===== src/rtl/poly_eval_horner_pkg.sv =====
// Shared Q4.15 constants, FSM state type and coefficient conversion for the
// Horner polynomial evaluator and the solver datapath.
package poly_pkg;

    localparam int W    = 20;
    localparam int FRAC = 15;
    localparam int DEG  = 8;
    localparam int CW   = 3;
    localparam int KW   = 4;

    localparam logic [W-1:0] QMAX = 20'h7FFFF;
    localparam logic [W-1:0] QMIN = 20'h80000;
    localparam logic [W-1:0] ONE  = 20'h08000;

    typedef enum logic [1:0] {
        ST_IDLE = 2'd0,
        ST_MAC  = 2'd1,
        ST_DONE = 2'd2
    } state_e;

    // Small signed integer coefficient to Q4.15 (|c| <= 4 always fits)
    function automatic logic signed [W-1:0] coef_to_fix(input logic signed [CW-1:0] c);
        logic signed [W-1:0] ext;
        ext = {{(W-CW){c[CW-1]}}, c};
        return ext <<< FRAC;
    endfunction

endpackage


===== src/rtl/poly_eval_horner_if.sv =====
// Operand/result valid-ready bus of the polynomial evaluator.
interface poly_eval_horner_if;
    import poly_pkg::*;

    logic                    in_valid;
    logic                    in_ready;
    logic [W-1:0]            x;
    logic [(DEG+1)*CW-1:0]   coef;
    logic                    out_valid;
    logic                    out_ready;
    logic [W-1:0]            fx;
    logic                    ovf;

    modport master (
        output in_valid, x, coef, out_ready,
        input  in_ready, out_valid, fx, ovf
    );

    modport slave (
        input  in_valid, x, coef, out_ready,
        output in_ready, out_valid, fx, ovf
    );

endinterface


===== src/rtl/poly_eval_horner_fx_mul_q.sv =====
// Combinational signed Q4.15 multiply with floor rescale and a flag that is
// set when the rescaled product does not fit in W signed bits.
module fx_mul_q
    import poly_pkg::*;
(
    input  logic signed [W-1:0] a,
    input  logic signed [W-1:0] b,
    output logic signed [W-1:0] q,
    output logic                ovf
);

    logic signed [2*W-1:0] p_s;
    logic signed [2*W-1:0] sh_s;

    // Full-width product, arithmetic rescale, and fit check on the upper bits
    always_comb begin
        p_s  = a * b;
        sh_s = p_s >>> FRAC;
        q    = sh_s[W-1:0];
        ovf  = !((&sh_s[2*W-1:W-1]) || !(|sh_s[2*W-1:W-1]));
    end

endmodule


===== src/rtl/poly_eval_horner.sv =====
// Sequential Horner evaluator f(x) = c0 + c1*x + ... + c8*x^8 in Q4.15.
// Build option POLY_SAT_EN: saturate the accumulator on a step overflow.
module poly_eval_horner
    import poly_pkg::*;
(
    input  logic                clk,
    input  logic                reset,
    poly_eval_horner_if.slave   bus
);

    state_e                  state_q, state_d;
    logic signed [W-1:0]     acc_q, acc_d;
    logic [KW-1:0]           k_q, k_d;
    logic signed [W-1:0]     x_q, x_d;
    logic [(DEG+1)*CW-1:0]   coef_q, coef_d;
    logic                    ovf_int_q, ovf_int_d;
    logic                    in_ready_q, in_ready_d;
    logic                    out_valid_q, out_valid_d;
    logic [W-1:0]            fx_q, fx_d;
    logic                    ovf_q, ovf_d;

    logic signed [W-1:0]     mq_s;
    logic                    m_ovf_s;
    logic signed [CW-1:0]    ck_s;
    logic signed [W-1:0]     cfix_s;
    logic [W:0]              sum_s;
    logic                    step_ovf_s;
    logic signed [W-1:0]     step_acc_s;
`ifdef POLY_SAT_EN
    logic                    true_neg_s;
`endif

    fx_mul_q u_mul (
        .a   (acc_q),
        .b   (x_q),
        .q   (mq_s),
        .ovf (m_ovf_s)
    );

    // One Horner step: acc*x rescaled plus the current coefficient
    always_comb begin
        ck_s       = coef_q[int'(k_q)*CW +: CW];
        cfix_s     = coef_to_fix(ck_s);
        sum_s      = {mq_s[W-1], mq_s} + {cfix_s[W-1], cfix_s};
        step_ovf_s = m_ovf_s | (sum_s[W] ^ sum_s[W-1]);
`ifdef POLY_SAT_EN
        // A product overflow dominates the sign; the coefficient cannot flip it
        if (step_ovf_s) begin
            true_neg_s = m_ovf_s ? (acc_q[W-1] ^ x_q[W-1]) : sum_s[W];
            step_acc_s = true_neg_s ? QMIN : QMAX;
        end else begin
            true_neg_s = 1'b0;
            step_acc_s = sum_s[W-1:0];
        end
`else
        step_acc_s = sum_s[W-1:0];
`endif
    end

    // Next-state and registered-output logic of the IDLE/MAC/DONE sequencer
    always_comb begin
        state_d     = state_q;
        acc_d       = acc_q;
        k_d         = k_q;
        x_d         = x_q;
        coef_d      = coef_q;
        ovf_int_d   = ovf_int_q;
        out_valid_d = out_valid_q;
        fx_d        = fx_q;
        ovf_d       = ovf_q;
        case (state_q)
            ST_IDLE: begin
                if (bus.in_valid && in_ready_q) begin
                    x_d       = bus.x;
                    coef_d    = bus.coef;
                    acc_d     = coef_to_fix(bus.coef[DEG*CW +: CW]);
                    k_d       = KW'(DEG - 1);
                    ovf_int_d = 1'b0;
                    state_d   = ST_MAC;
                end else begin
                    state_d   = ST_IDLE;
                end
            end
            ST_MAC: begin
                acc_d     = step_acc_s;
                ovf_int_d = ovf_int_q | step_ovf_s;
                if (k_q == {KW{1'b0}}) begin
                    state_d = ST_DONE;
                end else begin
                    k_d     = k_q - {{(KW-1){1'b0}}, 1'b1};
                end
            end
            ST_DONE: begin
                fx_d        = acc_q;
                ovf_d       = ovf_int_q;
                out_valid_d = 1'b1;
                if (out_valid_q && bus.out_ready) begin
                    out_valid_d = 1'b0;
                    state_d     = ST_IDLE;
                end else begin
                    state_d     = ST_DONE;
                end
            end
            default: begin
                out_valid_d = 1'b0;
                state_d     = ST_IDLE;
            end
        endcase
        in_ready_d = (state_d == ST_IDLE);
    end

    // State and output registers; reset aborts any evaluation in flight
    always_ff @(posedge clk or posedge reset) begin
        if (reset) begin
            state_q     <= ST_IDLE;
            acc_q       <= {W{1'b0}};
            k_q         <= {KW{1'b0}};
            x_q         <= {W{1'b0}};
            coef_q      <= {((DEG+1)*CW){1'b0}};
            ovf_int_q   <= 1'b0;
            in_ready_q  <= 1'b1;
            out_valid_q <= 1'b0;
            fx_q        <= {W{1'b0}};
            ovf_q       <= 1'b0;
        end else begin
            state_q     <= state_d;
            acc_q       <= acc_d;
            k_q         <= k_d;
            x_q         <= x_d;
            coef_q      <= coef_d;
            ovf_int_q   <= ovf_int_d;
            in_ready_q  <= in_ready_d;
            out_valid_q <= out_valid_d;
            fx_q        <= fx_d;
            ovf_q       <= ovf_d;
        end
    end

    assign bus.in_ready  = in_ready_q;
    assign bus.out_valid = out_valid_q;
    assign bus.fx        = fx_q;
    assign bus.ovf       = ovf_q;

endmodule

===== src/flat_wrapper.sv =====
// flat-port wrapper written by rule: the top's interface ports become plain ports
module poly_eval_horner_flat import poly_pkg::*;
  (clk, reset, bus_in_valid, bus_x, bus_coef, bus_out_ready, bus_in_ready, bus_out_valid, bus_fx, bus_ovf);
  poly_eval_horner_if bus_i ();
  input  logic clk;
  input  logic reset;
  input wire logic [$bits(bus_i.in_valid)-1:0] bus_in_valid;
  input wire logic [$bits(bus_i.x)-1:0] bus_x;
  input wire logic [$bits(bus_i.coef)-1:0] bus_coef;
  input wire logic [$bits(bus_i.out_ready)-1:0] bus_out_ready;
  output wire logic [$bits(bus_i.in_ready)-1:0] bus_in_ready;
  output wire logic [$bits(bus_i.out_valid)-1:0] bus_out_valid;
  output wire logic [$bits(bus_i.fx)-1:0] bus_fx;
  output wire logic [$bits(bus_i.ovf)-1:0] bus_ovf;
  assign bus_i.in_valid = bus_in_valid;
  assign bus_i.x = bus_x;
  assign bus_i.coef = bus_coef;
  assign bus_i.out_ready = bus_out_ready;
  assign bus_in_ready = bus_i.in_ready;
  assign bus_out_valid = bus_i.out_valid;
  assign bus_fx = bus_i.fx;
  assign bus_ovf = bus_i.ovf;
  poly_eval_horner u_core (.clk(clk), .reset(reset), .bus(bus_i));
endmodule

===== config.mk =====
export PLATFORM = sky130hd
export DESIGN_NAME = poly_eval_horner_flat
export DESIGN_NICKNAME = d
export VERILOG_FILES = /design/src/rtl/poly_eval_horner_pkg.sv /design/src/rtl/poly_eval_horner_if.sv /design/src/rtl/poly_eval_horner_fx_mul_q.sv /design/src/rtl/poly_eval_horner.sv /design/src/flat_wrapper.sv
export SDC_FILE = /design/constraint.sdc
export NUM_CORES = 1
export LEC_CHECK = 0
export CAP_MARGIN = 25
export CELL_PAD_IN_SITES_DETAIL_PLACEMENT = 1
export CELL_PAD_IN_SITES_GLOBAL_PLACEMENT = 2
export CORE_ASPECT_RATIO = 1.25
export CORE_MARGIN = 2
export CORE_UTILIZATION = 44
export DETAILED_ROUTE_END_ITERATION = 8
export GPL_TIMING_DRIVEN = 0
export PLACE_DENSITY_LB_ADDON = 0.12
export REMOVE_ABC_BUFFERS = 1
export SLEW_MARGIN = 20
export SYNTH_ARGS = -nofsm -noshare
export SYNTH_HDL_FRONTEND = slang
export SYNTH_SLANG_ARGS = --single-unit

===== constraint.sdc =====
create_clock -name clk -period 18.1 [get_ports clk]
set_input_delay 4.525 -clock clk [delete_from_list [all_inputs] [get_ports clk]]
set_output_delay 4.525 -clock clk [all_outputs]
set_load 0.01 [all_outputs]

==> flow_metrics.tcl <==
set metrics [dict create \
    post_cts_buffers 0 \
    first_pass_iters 4 \
    drcViolationCount 0 \
    ys_ff_latch 97 \
    max_cap_viol_count 0 \
    hold_viol 0 \
    grt_usage_pct 24.3 \
    avgSynthCellArea_sq_um 9.33 \
    fmax_mhz 104 \
    ys.warnings.count 0 \
    r2r_end "u_core.ovf_int_q$_DFFE_PP0P_" \
    r2r_start "u_core.x_q[5]$_DFFE_PP0P_" \
    antenna_found_initial 0 \
    ant_nets 0 \
    netlist_area_sq_um 19100 \
    core_area_sq_um 43000 \
    vias 13200 \
    end_kind "register" \
    grt_pass1_wl_um 83200 \
    drt_iter0_drc 402 \
    grt_overflow 0 \
    fill_cells 4926 \
    mostFrequentLayoutCells "inv_1 (465), fa_1 (420), nand2_1 (315)" \
    cp_slowest_cell "dfrtp_1" \
    skew_ps 15.8 \
    cts_made_buffers 9 \
    slowest_delay_ps 970 \
    area_delta_synth_final_pct 8.61 \
    dieArea_sq_um 45100 \
    startpoint "u_core.x_q[5]$_DFFE_PP0P_" \
    async_flop_share_pct 100 \
    globalplace.congestion 0.825 \
    clkTransAtPathRegs_ps 90 \
    yosysUniqueCellTypes 56 \
    io_pins 74 \
    crit_required_ps 18350 \
    hold_buffers 0 \
    rsz0062_at_grt "no" \
    crit_type "register to register" \
    min_path_cells 2 \
    r2r_slack_ps 8480 \
    fin_setup_tns_ps 0 \
    post-route-period-util_pct 53.2 \
    grt_max_degree 51 \
    synth_flop_cell "dfrtp_1" \
    synth-edff-count 0 \
    finalCriticalPeriod_ps 9620 \
    start_util_pct 44.4 \
    die_w_um 190 \
    die_h_um 237 \
    cts_root_buf "clkbuf_16" \
    cts.sinks 97 \
    hpwlAfterDp_um 39700 \
    nNetsFinal 2618 \
    cts_max_path_buffers 2 \
    hold_start "u_core.coef_q[5]$_DFFE_PP0P_" \
    cts_tree "yes" \
    diodes 0 \
    synth_cells 2045 \
    vias_per_cell 5.08 \
    slew_headroom_pct 28.3 \
    drv_slew 0 \
    start_kind "register" \
    ctsResizeCount 0 \
    status "finished clean" \
    reg2reg_depth 29 \
    clock_latency_ps 370 \
    crit_top_cell "fa_1" \
    num_rows 85 \
    layout_commonest_cell "inv_1" \
    min_path_type "register to register" \
    drive_above_1_share_pct 3.87 \
    wire_per_inst_um 19.4 \
    ys_seq_area_share_pct 12.7 \
    cts-htree-levels 3 \
    wirelength_um 50500 \
    worst_slew_pin_slew_ps 1070 \
    hold_path_end "u_core.coef_q[5]$_DFFE_PP0P_" \
    crit_arrival_ps 9870 \
    port_buffers 73 \
    worst-path-max-fanout 21 \
    grt_pass1_vias 15600 \
    finalSetupViolCount 0 \
]
==> layer usage <==
layer / share of wire (%) / vias to the layer above / routed length, um / global-route usage [%]
li1: - / 5981 / - / -
met1: 39 / 7084 / 19500 / 27.8
met2: 57 / 125 / 28900 / 47.8
met3: 1.7 / 55 / 862 / 2.13
met4: 2.4 / 0 / 1200 / 5.94
met5: 0 / - / 0 / 0
==> critical path, delay by kind of cell, from the launching register on <==
family / cells / cell delay [ps]
simple gates: 3 / 800
xor+xnor: 2 / 400
fa+ha+maj: 9 / 4250
flops: 1 / 970
compound gates: 12 / 2900
buf+inv: 3 / 140
==> area by class of cell <==
class | count | area, sq um | area share, %
Tap cell | 565 | 707 | 3.41
Timing Repair Buffer | 86 | 982 | 4.74
Sequential cell | 97 | 2440 | 11.8
Multi-Input combinational cell | 1377 | 14500 | 70.1
Clock buffer | 9 | 225 | 1.09
Clock inverter | 7 | 93.8 | 0.453
Inverter | 466 | 1750 | 8.46
==> sequential cells by signal, summed over array words and instances (netlist names) <==
signal,count
u_core.bus.fx,20
u_core.state_q,2
u_core.coef_q,27
u_core.acc_q,20
u_core.x_q,20
u_core.bus.out_valid,1
u_core.ovf_int_q,1
u_core.k_q,4
u_core.bus.ovf,1
u_core.bus.in_ready,1
==> synth_stat cells (2+ instances only) <==
cell type  count  area share (%)
nand2b_1       8            0.26
mux2_2        22             1.3
fa_1         420              44
mux4_2         6            0.71
nand3_1       25            0.66
and2_2         2           0.079
nor2_1        38            0.75
o211ai_1       5            0.20
a22oi_1        2           0.079
and3_1         5            0.16
o21ai_0       45             1.2
ha_1         110             7.2
xor2_1        15            0.69
dfrtp_1       96              13
and2_1       227             7.4
a21o_1        10            0.39
o21a_1         7            0.28
a21oi_1       29            0.76
and4_1         2           0.092
inv_1        466             9.2
nor2b_1        4            0.13
a31oi_1        4            0.13
xnor2_1       23             1.1
mux2i_1        3            0.16
a211oi_1       3            0.12
nor3_1         6            0.16
clkbuf_1      99             1.9
o21bai_1       5            0.20
buf_1          6            0.12
o31ai_1        3            0.12
nand4_1        9            0.29
a221oi_1       2           0.092
nand2_1      315             6.2
==> how the worst max path moves through the flow <==
stage	endpoint	slack, ps	cells past startpoint
final	u_core.ovf_int_q$_DFFE_PP0P_	8480	29
after global routing	u_core.ovf_int_q$_DFFE_PP0P_	7860	31
after CTS	u_core.ovf_int_q$_DFFE_PP0P_	8320	29
after detailed placement	u_core.ovf_int_q$_DFFE_PP0P_	8420	30
after global placement	u_core.ovf_int_q$_DFFE_PP0P_	8170	31
after floorplan	u_core.ovf_int_q$_DFFE_PP0P_	9890	29
==> stage by stage <==
stage               setup WS [ps]  cell area [sq um]  cells  hold WS [ps]  utilization [%]
CTS                          8320              20700   2603           481             48.1
detailed placement           8420              20300   2587           462             47.3
global route                 7860              20700   2607           503             48.2
floorplan                    9890              18700   1940           440                -
finish                       8480              20700   2607           475             48.2
global placement             8170              20100   2578           453             46.9
==> logic make-up after synthesis <==
family | share of synthesized area [%]
fa+ha+maj | 51.3
buf+inv | 11.2
mux | 2.16
simple gates | 16.5
flops | 12.7
xor+xnor | 1.74
compound gates | 4.36
Power is left out: the tool's default activity adds up to more than one toggle a clock period on the data nets, which glitch-free logic cannot reach.
